## config.mk

```make
export PLATFORM = sky130hd
export DESIGN_NAME = hazard_ctrl
export DESIGN_NICKNAME = d
export VERILOG_FILES = /design/src/rtl/hazard_ctrl.sv
export SDC_FILE = /design/constraint.sdc
export NUM_CORES = 1
export LEC_CHECK = 0
export CAP_MARGIN = 20
export CORE_ASPECT_RATIO = 1.4
export CORE_MARGIN = 2
export CORE_UTILIZATION = 47
export CTS_BUF_LIST = sky130_fd_sc_hd__clkbuf_8
export DETAILED_ROUTE_END_ITERATION = 16
export HOLD_SLACK_MARGIN = 0.08
export PLACE_DENSITY_LB_ADDON = 0.08
export RECOVER_POWER = 50
export SLEW_MARGIN = 10
export SYNTH_ARGS = -nofsm -noshare
export SYNTH_HDL_FRONTEND = slang
export SYNTH_SLANG_ARGS = --single-unit
```

## constraint.sdc

```tcl
create_clock -name clk -period 2.45 [get_ports clk]
set_input_delay 0.49 -clock clk [delete_from_list [all_inputs] [get_ports clk]]
set_output_delay 0.49 -clock clk [all_outputs]
set_load 0.02 [all_outputs]
```

## src/rtl/hazard_ctrl.sv

```systemverilog
// Pipeline hazard controller: load-use stalls, multiply EXE occupancy, data-memory
// freezes and taken-branch flushes, plus a memory-wait watchdog and stall counter.
`timescale 1ns/1ps
module hazard_ctrl #(
  parameter int MUL_CYCLES = 4,
  parameter int TIMEOUT    = 255
) (
  input  logic        clk,
  input  logic        rst,
  input  logic        id_reg1_read,
  input  logic        id_reg2_read,
  input  logic        id_sw_read,
  input  logic [4:0]  id_reg1_addr,
  input  logic [4:0]  id_reg2_addr,
  input  logic [4:0]  id_sw_addr,
  input  logic        exe_DM_read,
  input  logic        exe_reg_write,
  input  logic [4:0]  exe_write_addr,
  input  logic        exe_mul_start,
  input  logic        mem_DM_req,
  input  logic        dm_ready,
  input  logic        id_branch_taken,
  output logic        stall_pc,
  output logic        stall_if_id,
  output logic        stall_id_exe,
  output logic        stall_exe_mem,
  output logic        bubble_id_exe,
  output logic        bubble_exe_mem,
  output logic        bubble_mem_wb,
  output logic        flush_if_id,
  output logic        mul_busy,
  output logic        mem_timeout,
  output logic [15:0] stall_cnt
);

  typedef enum logic {RUN = 1'b0, MUL = 1'b1} state_t;

  localparam logic [3:0] MCNT_INIT = 4'(MUL_CYCLES - 1);
  localparam logic [7:0] WD_LAST   = 8'(TIMEOUT - 1);

  state_t      state_q, state_d;
  logic [3:0]  mcnt_q, mcnt_d;
  logic [7:0]  wcnt_q, wcnt_d;
  logic        mem_timeout_q, mem_timeout_d;
  logic [15:0] stall_cnt_q, stall_cnt_d;

  logic freeze;
  logic lu_hazard;
  logic src_hit;

  assign freeze = mem_DM_req & ~dm_ready;

  // Register 0 is compared like any other register.
  assign src_hit = (id_reg1_read & (id_reg1_addr == exe_write_addr))
                 | (id_reg2_read & (id_reg2_addr == exe_write_addr))
                 | (id_sw_read   & (id_sw_addr   == exe_write_addr));
  assign lu_hazard = exe_DM_read & exe_reg_write & src_hit;

  always_comb begin
    state_d        = state_q;
    mcnt_d         = mcnt_q;
    stall_pc       = 1'b0;
    stall_if_id    = 1'b0;
    stall_id_exe   = 1'b0;
    stall_exe_mem  = 1'b0;
    bubble_id_exe  = 1'b0;
    bubble_exe_mem = 1'b0;
    bubble_mem_wb  = 1'b0;
    flush_if_id    = 1'b0;

    if (freeze) begin
      stall_pc      = 1'b1;
      stall_if_id   = 1'b1;
      stall_id_exe  = 1'b1;
      stall_exe_mem = 1'b1;
      bubble_mem_wb = 1'b1;
    end else if (state_q == RUN && exe_mul_start) begin
      stall_pc       = 1'b1;
      stall_if_id    = 1'b1;
      stall_id_exe   = 1'b1;
      bubble_exe_mem = 1'b1;
      state_d        = MUL;
      mcnt_d         = MCNT_INIT;
    end else if (state_q == MUL && mcnt_q > 4'd1) begin
      stall_pc       = 1'b1;
      stall_if_id    = 1'b1;
      stall_id_exe   = 1'b1;
      bubble_exe_mem = 1'b1;
      mcnt_d         = mcnt_q - 4'd1;
    end else begin
      // Last multiply cycle behaves like RUN: the result advances this cycle.
      if (state_q == MUL) begin
        state_d = RUN;
        mcnt_d  = 4'd0;
      end
      if (lu_hazard) begin
        stall_pc      = 1'b1;
        stall_if_id   = 1'b1;
        bubble_id_exe = 1'b1;
      end else if (id_branch_taken) begin
        flush_if_id = 1'b1;
      end
    end
  end

  always_comb begin
    wcnt_d        = 8'd0;
    mem_timeout_d = mem_timeout_q;
    stall_cnt_d   = stall_cnt_q;
    if (freeze) begin
      wcnt_d = (wcnt_q == 8'hFF) ? wcnt_q : wcnt_q + 8'd1;
      if (wcnt_q == WD_LAST) mem_timeout_d = 1'b1;
    end
    if (stall_pc && stall_cnt_q != 16'hFFFF) stall_cnt_d = stall_cnt_q + 16'd1;
  end

  always_ff @(posedge clk or posedge rst) begin
    if (rst) begin
      state_q       <= RUN;
      mcnt_q        <= 4'd0;
      wcnt_q        <= 8'd0;
      mem_timeout_q <= 1'b0;
      stall_cnt_q   <= 16'd0;
    end else begin
      state_q       <= state_d;
      mcnt_q        <= mcnt_d;
      wcnt_q        <= wcnt_d;
      mem_timeout_q <= mem_timeout_d;
      stall_cnt_q   <= stall_cnt_d;
    end
  end

  assign mul_busy    = (state_q == MUL);
  assign mem_timeout = mem_timeout_q;
  assign stall_cnt   = stall_cnt_q;

endmodule

```

# --- Yosys cells after proc, flatten, opt, wreduce, memory -nomap -nowiden ---
# Index checks and enable logic that the tools add are counted.
totals:
  ff_bits: 30
  input_bits: 31
  out_inout_bits: 26
  wordCells: 59
op_classes:
  addsub: 3
  magnitude_cmp: 1
  n_eq_ne: 8
  mux: 24
  n_bitwise: 11
  reduce_logical: 7
ops:
  columns: ["op", "count"]
  rows:
  - ["2-to-1 mux 1 bit", 19]
  - ["adder 16 x 1 -> 16 bit (second input constant)", 1]
  - ["== test 8 bit (second input constant)", 2]
  - ["2-to-1 mux 8 bit", 2]
  - ["!= test 16 bit (second input constant)", 1]
  - ["== test 5 bit", 3]
  - ["2-to-1 mux 4 bit", 3]
  - ["adder 8 x 1 -> 8 bit (second input constant)", 1]
  - ["AND 1 bit", 6]
  - ["AND reduction 2 bit", 3]
  - ["greater-than comparator 4 x 1 -> 1 bit (second input constant)", 1]
  - ["!= test 2 bit (second input constant)", 2]
  - ["subtractor 4 x 1 -> 4 bit (second input constant)", 1]
  - ["logical AND 1 bit", 3]
  - ["inverter 1 bit", 3]
  - ["nonzero test 3 bit", 1]
  - ["bitwise OR 1 bit", 2]

# --- Logic depth before layout (Yosys ltp) ---
# Gate-level depths: netlist of run 1.
logic_depth:
  word_depth: 10
  mapped_depth: 9
  mapped_depth_nobuf: 8

# --- Least setup slack after synthesis of run 1 ---
# Ideal clock, no wire load.
synth_path:
  kind: "input-to-output"
  startpoint: "in exe_write_addr[1]"
  endpoint: "out stall_pc"
  t_arrival_ns: 1.600
  required_time_ns: 1.960
  path_slack_ns: 0.360
  cell_stages: 6
  path_buffers: 1
  path_cell_list: "xor2_1 nor4_1 nand3_1 a31o_1 nand2_1 buf_4"
synth_via:
  elab_chain_len: 9
  word_cells_on_any_way: 13
  classes_between: "eq/ne: 3; mux: 4; bitwise: 6"
synth_rtl:
  columns: ["element", "line", "source"]
  rows:
  - ["start: declaration", "18", "input logic [4:0] exe_write_addr,"]
  - ["== test 5 bit, on equally long branches", "54, 55", null]
  - ["AND 1 bit, on equally long branches", "54, 55", null]
  - ["bitwise OR 1 bit", "55", "| (id_reg2_read & (id_reg2_addr == exe_write_addr))"]
  - ["bitwise OR 1 bit (*)", "56", "| (id_sw_read & (id_sw_addr == exe_write_addr));"]
  - ["AND 1 bit (*)", "57", "assign lu_hazard = exe_DM_read & exe_reg_write & src_hit;"]
  - ["2-to-1 mux 1 bit (*) (4 in a row)", null, null]
  - ["end: declaration", "23", "output logic stall_pc,"]
# Every way passes the cells marked *; elsewhere a longest branch is shown, timed or not.

# --- Final worst setup path of run 1 ---
layout_path:
  startpoint: "in id_reg1_addr[4]"
  endpoint: "out flush_if_id"
layout_via:
  elab_chain_len: 9
layout_rtl:
  columns: ["element", "line", "source"]
  rows:
  - ["start: declaration", "13", "input logic [4:0] id_reg1_addr,"]
  - ["== test 5 bit", "54", "assign src_hit = (id_reg1_read & (id_reg1_addr == exe_write_addr))"]
  - ["AND 1 bit", "54", null]
  - ["bitwise OR 1 bit", "55", null]
  - ["bitwise OR 1 bit", "56", null]
  - ["AND 1 bit", "57", null]
  - ["2-to-1 mux 1 bit", "96", "if (lu_hazard) begin"]
  - ["2-to-1 mux 1 bit", "84", "end else if (state_q == MUL && mcnt_q > 4'd1) begin"]
  - ["2-to-1 mux 1 bit", "77", "end else if (state_q == RUN && exe_mul_start) begin"]
  - ["2-to-1 mux 1 bit", "71", "if (freeze) begin"]
  - ["end: declaration", "30", "output logic flush_if_id,"]
# Every way passes these cells.

==> results of run 1 <==
==> cell type report <==
class / instances / area (µm²)
Timing Repair Buffer: 69 / 662
Inverter: 9 / 33.8
Tap cell: 40 / 50.0
Sequential cell: 30 / 751
Multi-Input combinational cell: 124 / 908
Clock buffer: 6 / 82.6
Clock inverter: 2 / 8.76
Fill cell: 257 / 945
==> cells in the final DEF, fill, tap and decap left out, types with 2 or more instances in the layout <==
| cell | synthesis | final |
|---|---|---|
| a31oi_1 | 4 | 4 |
| nand4_1 | 8 | 8 |
| ha_1 | 5 | 5 |
| nand2_1 | 9 | 9 |
| dlygate4sd2_1 | 0 | 8 |
| nor4_2 | 0 | 2 |
| and3_1 | 6 | 6 |
| and2_1 | 3 | 3 |
| nor2_1 | 12 | 11 |
| clkbuf_1 | 4 | 2 |
| buf_6 | 1 | 3 |
| dlymetal6s2s_1 | 0 | 7 |
| clkdlybuf4s50_1 | 0 | 32 |
| clkbuf_8 | 0 | 6 |
| xnor2_1 | 16 | 16 |
| nand3_1 | 7 | 7 |
| a21oi_1 | 3 | 2 |
| dlygate4sd3_1 | 0 | 3 |
| dfrtp_1 | 30 | 30 |
| o21ai_0 | 7 | 7 |
| nor3_1 | 2 | 2 |
| inv_1 | 9 | 10 |
| buf_4 | 2 | 11 |
| clkbuf_2 | 0 | 2 |
| xor2_1 | 18 | 17 |
| and4_2 | 4 | 4 |
| and4_1 | 2 | 2 |
==> worst paths after layout <==
check,end,slack [ns],start
worst max-delay path,flush_if_id,0.03,id_reg1_addr[4]
worst min-delay path,mem_timeout$_DFFE_PP0P_,0.47,mem_timeout$_DFFE_PP0P_
worst max register to register,wcnt_q[7]$_DFFE_PP0P_,0.34,wcnt_q[0]$_DFFE_PP0P_
worst min register to register,mem_timeout$_DFFE_PP0P_,0.47,mem_timeout$_DFFE_PP0P_
max in group asynchronous,stall_cnt[15]$_DFFE_PP0P_,0.47,rst
min in group asynchronous,mem_timeout$_DFFE_PP0P_,0.62,rst
==> power groups by stage <==
stage               Clock, µW  Sequential [µW]  Combinational [µW]
global placement            0              713                 946
finish                    404              712                 979
global route              438              729                1070
floorplan                   0              754                 482
detailed placement          0              717                 976
CTS                       414              711                 981
==> synth_stat cells (3+ instances only) <==
| cell | number | area share (%) |
|---|---|---|
| a21oi_1 | 3 | 0.88 |
| a31oi_1 | 4 | 1.5 |
| and2_1 | 3 | 1.1 |
| and3_1 | 6 | 2.2 |
| and4_2 | 4 | 2.3 |
| clkbuf_1 | 4 | 0.88 |
| dfrtp_1 | 30 | 44 |
| ha_1 | 5 | 3.7 |
| inv_1 | 9 | 2.0 |
| nand2_1 | 9 | 2.0 |
| nand3_1 | 7 | 2.0 |
| nand4_1 | 8 | 2.9 |
| nor2_1 | 12 | 2.6 |
| nor4_1 | 3 | 1.1 |
| o21ai_0 | 7 | 2.0 |
| xnor2_1 | 16 | 8.2 |
| xor2_1 | 18 | 9.2 |
==> cells by family (layout without fill, tap and decap cells) <==
kind of cell               Yosys count  count (layout)  synth area share [%]
xor gates and xnor gates            34              34                  17.4
and+or+nand+nor                     61              61                  20.1
adders and majority gates            5               5                  3.66
buffers and inverters               18              86                  4.98
muxes                                1               1                 0.659
DFF                                 30              30                  43.9
AOI/OAI and AO/OA                   23              23                  9.30
==> state kept, by name, indices dropped and copies added, names as in the netlist <==
signal / flops
mul_busy: 1
wcnt_q: 8
mem_timeout: 1
stall_cnt: 16
mcnt_q: 4
==> what timing repair did <==
item / CTS / global route
gates resized for setup: 36 / 15
endpoints found under the setup margin: 20 / 22
pin swaps: 8 / 8
gates cloned: 0 / 0
hold buffers: 0 / 0
==> per-layer routing <==
layer	part of all wire (%)	vias up	track usage (%)
li1	-	731	-
met3	3.6	9	4.71
met4	2.9	0	11.4
met2	54	32	40.7
met1	40	718	23.9
met5	0	-	0
==> per-stage QoR <==
step | util (%) | std cells | hold WS [ns] | cell area (µm²) | setup TNS (ns)
after floorplan | - | 172 | 0.494 | 1710 | 0
after global placement | 69.1 | 272 | 0.463 | 2380 | -6.08
after detailed placement | 69.1 | 272 | 0.465 | 2380 | -8.36
after CTS | 71.7 | 280 | 0.482 | 2470 | -0.0533
after global routing | 72.5 | 280 | 0.485 | 2500 | -0.0699
final | 72.5 | 280 | 0.474 | 2500 | 0
==> results.tsv, run 1 <==
stage	metric	value	unit
route	wl_per_cell	14.8	µm
critical_path	crit_chain	clkdlybuf4s50_1 > xor2_1 > nor4_2 > nand3_1 > a31o_1 > and3_4 > buf_6	
floorplanning	die_y	75.4	µm
timing	hold_viol_final	0	
worst_hold_path	worst_hold_path_type	register to register	
synthesis	syn_area_per_cell	9.94	µm²
global_routing	overflow	0	
synthesis	synth_edf_count	0	
worst_hold_path	hold_path_depth	1	
synthesis	ys_warn_count	0	
job	drv_cap	0	
route	drc_errors	0	
critical_path	end_kind	primary output	
clock_network	cts_setup_buffers	0	
pwr	switching_power	783	µW
critical_path	crit_fanout	4	
pwr	clockPowerShare	19.3	%
critical_path	crit_path_start_kind	primary input	
critical_path	crit_cells	7	
route	first_pass_iters	4	
layout	drive_gt1_share	15.8	%
timing	fin_crit_sh	98.6	%
pwr	power_frac_comb	46.7	%
place	dpl_worst_slack	-0.660	ns
route	dr_total_vias	1490	
timing	setup_slack	0.0337	ns
route	drtIter0Drc	43	
outcome	outcome	finished clean	
timing	slew_violations	0	
critical_path	cp_slowest_stage_delay	0.41	ns
critical_path	critPathKind	primary input to primary output	
critical_path	reg2reg_depth	8	
pwr	p_leak	0.00119	µW
route	ant_nets	0	
global_routing	antenna_found_initial	0	
clock_network	clk_pin_slew_worst_paths	0.06	ns
timing	min_period	2.42	ns
pwr	vdd_ir_drop_max	724	µV
pwr	pwr_density_cell	839	nW/µm²
floorplanning	start_util	49.7	%
critical_path	critPathRequiredTime	1.96	ns
timing	final-setup-viol-count	0	
route	wirelength	4.14	mm
global_routing	grt_pass1_vias	1542	
critical_path	slowest_stage	clkdlybuf4s50_1	
synthesis	synth_area	1710	µm²
floorplanning	dieArea	4140	µm²
layout	diodes	0	
global_routing	grt_pass1_wl	6.60	mm
clock_network	cts_sinks	30	
floorplanning	core-area	3440	µm²
pwr	power.total	2100	µW
route	viasPerCell	5.32	
critical_path	critPathBufInv	2	
floorplanning	dieWidth	55.0	µm
clock_network	clockBufferDepth	2	
global_routing	track_usage	22.5	%
timing	fmax	414	MHz
place	portBuffers	56	
place	gp_congestion	0.894	
place	dp_hpwl	3.18	mm
clock_network	root_buffer	clkbuf_8	
layout	nets	275	
clock_network	tritoncts	built	
synthesis	syn_nets	208	
floorplanning	io-pin-count	57	
pwr	swShare	37.4	%
synthesis	async_reset_ff_share	100	%
synthesis	synthFlopType	dfrtp_1	
timing	worst_pin_slew	1.13	ns
critical_path	arrival	1.93	ns
synthesis	ys_types	36	
timing	maxSlewHeadroom	24.8	%
floorplanning	std_cell_rows	25	
pwr	intPower	1310	µW
clock_network	h-tree-depth	2	
timing	finClkSkew	0.00640	ns
synthesis	synth_cells	172	
clock_network	numCtsBuffers	5	
pwr	power_frac_seq	34.0	%
synthesis	ys_ff_latch	30	
critical_path	critPathTopFamily	buffers and inverters	
synthesis	yosysSeqAreaShare	43.9	%
clock_network	clk_latency	0.28	ns
layout	area_growth	46.0	%
global_routing	grt_max_degree	22	
Note: power is estimated with default switching activity, not from simulation.
==> inputs of run 2 (changes only) <==
--- a/config.mk
+++ b/config.mk
@@ -8,7 +8,7 @@
 export CAP_MARGIN = 20
 export CORE_ASPECT_RATIO = 1.4
 export CORE_MARGIN = 2
-export CORE_UTILIZATION = 47
+export CORE_UTILIZATION = 40
 export CTS_BUF_LIST = sky130_fd_sc_hd__clkbuf_8
 export DETAILED_ROUTE_END_ITERATION = 16
 export HOLD_SLACK_MARGIN = 0.08
==> run 2 against run 1 <==
The run now ends with capacitance limit, slew limit left. Design area rose by 0.65%. Non-clock buffer count rose by 2. Critical path depth did not move. Flip-flop and latch count did not move. Critical path type unchanged. Largest cell class unchanged.
==> results.tsv, run 2 (synthesis results as in run 1) <==
stage	metric	value	unit
layout	drive_gt1_share	18.6	%
layout	final_util	60.3	%
floorplanning	io-pin-count	57	
critical_path	critPathKind	primary input to primary output	
global_routing	grt_pass1_wl	6.96	mm
route	dr_total_vias	1514	
pwr	vdd_ir_drop_max	743	µV
clock_network	h-tree-depth	2	
place	gp_congestion	0.806	
worst_hold_path	min_from	mem_timeout$_DFFE_PP0P_	
pwr	power_frac_seq	32.8	%
worst_hold_path	worst_hold_path_type	register to register	
route	wirelength	4.26	mm
timing	final-setup-viol-count	0	
pwr	intPower	1340	µW
critical_path	arrival	1.89	ns
clock_network	root_buffer	clkbuf_8	
layout	mostFrequentLayoutCells	clkdlybuf4s50_1 (34), dfrtp_1 (30), xor2_1 (18), xnor2_1 (16), buf_4 (14)	
timing	fin_crit_sh	97.1	%
floorplanning	std_cell_rows	28	
outcome	outcome	finished with violations	
place	placed_cells	278	
clock_network	clk_pin_slew_worst_paths	0.06	ns
global_routing	use_met3	3.82	%
global_routing	grt_pass1_vias	1547	
floorplanning	dieArea	4820	µm²
global_routing	overflow	0	
pwr	switching_power	797	µW
critical_path	crit_start	exe_write_addr[0]	
floorplanning	core-area	4170	µm²
route	wl_per_cell	14.8	µm
route	ant_nets	0	
layout	stdcell_area	2510	µm²
pwr	pwr_density_cell	851	nW/µm²
critical_path	crit_path_start_kind	primary input	
clock_network	clockBufferDepth	2	
layout	area_growth	47.0	%
global_routing	met2_usage	33.6	%
critical_path	critPathRequiredTime	1.96	ns
critical_path	crit_fanout	4	
job	drv_cap	1	
layout	final_cells	287	
pwr	power.total	2140	µW
layout	nets	277	
layout	mostFrequentLayoutCell	clkdlybuf4s50_1	
timing	hold_viol_final	0	
pwr	p_leak	0.00115	µW
route	first_pass_iters	4	
global_routing	met1_usage	21.5	%
timing	fmax	420	MHz
clock_network	tritoncts	built	
place	postPlaceCellArea	2390	µm²
route	viasPerCell	5.28	
floorplanning	start_util	41.0	%
layout	largest_register_ffs	16	
place	portBuffers	56	
timing	final.setup.tns	0	ns
floorplanning	die_y	81.3	µm
global_routing	busiest_layer	met2	
critical_path	end_kind	primary output	
clock_network	clk_latency	0.28	ns
global_routing	grt_max_degree	31	
route	drtIter0Drc	59	
outcome	violations	capacitance limit, slew limit	
timing	finClkSkew	0.00769	ns
pwr	swShare	37.3	%
timing	worst_pin_slew	1.61	ns
pwr	clockPowerShare	19.4	%
clock_network	cts_sinks	30	
timing	slew_violations	31	
clock_network	numCtsBuffers	5	
critical_path	rr_startpoint	mcnt_q[0]$_DFFE_PP0P_	
floorplanning	dieWidth	59.2	µm
timing	min_period	2.38	ns
timing	maxSlewHeadroom	-7.24	%
place	dp_hpwl	3.20	mm
global_routing	track_usage	19.3	%
global_routing	antenna_found_initial	0	
layout	diodes	0	
route	drc_errors	0	
pwr	power_frac_comb	47.8	%
## run 2: power by group through the flow
stage	Combinational, µW	Clock (µW)	Sequential [µW]
after floorplan	482	0	754
after global placement	976	0	701
after detailed placement	1000	0	708
after CTS	1010	430	700
after global routing	1110	450	719
final	1020	415	701
## run 2: critical path: stages
cell and delay [ns]:
clkdlybuf4s15_1 0.23, xor2_1 0.18, nor4_2 0.28, nand3_1 0.12, a31o_1 0.27, and3_4 0.19
buf_6 0.12
## run 2: metal layers
metal	routed length, µm	vias to the layer above	share of wire [%]
met5	0	-	0
met4	111	0	2.6
met3	132	8	3.1
met2	2380	30	56
met1	1640	738	38
li1	-	738	-
## run 2: path summary, 6_finish.rpt
kind                                                   to  slack, ns  cells after the start
worst max-delay path                          flush_if_id       0.07                      7
worst min-delay path              mem_timeout$_DFFE_PP0P_       0.48                      1
worst max register to register  stall_cnt[10]$_DFFE_PP0P_       0.36                     10
worst min register to register    mem_timeout$_DFFE_PP0P_       0.48                      1
max in group asynchronous        stall_cnt[0]$_DFFE_PP0P_       0.43                      3
min in group asynchronous           wcnt_q[4]$_DFFE_PP0P_       1.07                      3
## run 2: final cells by class
type,instances,area [µm²]
multi-input cells,124,910
clock buffers,6,82.6
fillers,391,1660
clock inverters,2,12.5
inverters,9,33.8
flip-flops and latches,30,751
well taps,45,56.3
repair buffers,71,667
## run 2: through the flow
step	hold slack [ns]	worst slack [ns]
2_1_floorplan	0.494	0.360
3_3_place_gp	0.460	-0.564
3_5_place_dp	0.466	-0.669
4_1_cts	0.485	0.00114
5_1_grt	0.515	-0.00891
6_report	0.481	0.0709
## run 2: repair_timing
action                                  CTS  global route
endpoints found under the setup margin   18            13
hold buffers                              0             0
pin swaps                                 9             9
setup buffers                             0             1
gates resized for setup                  46            12
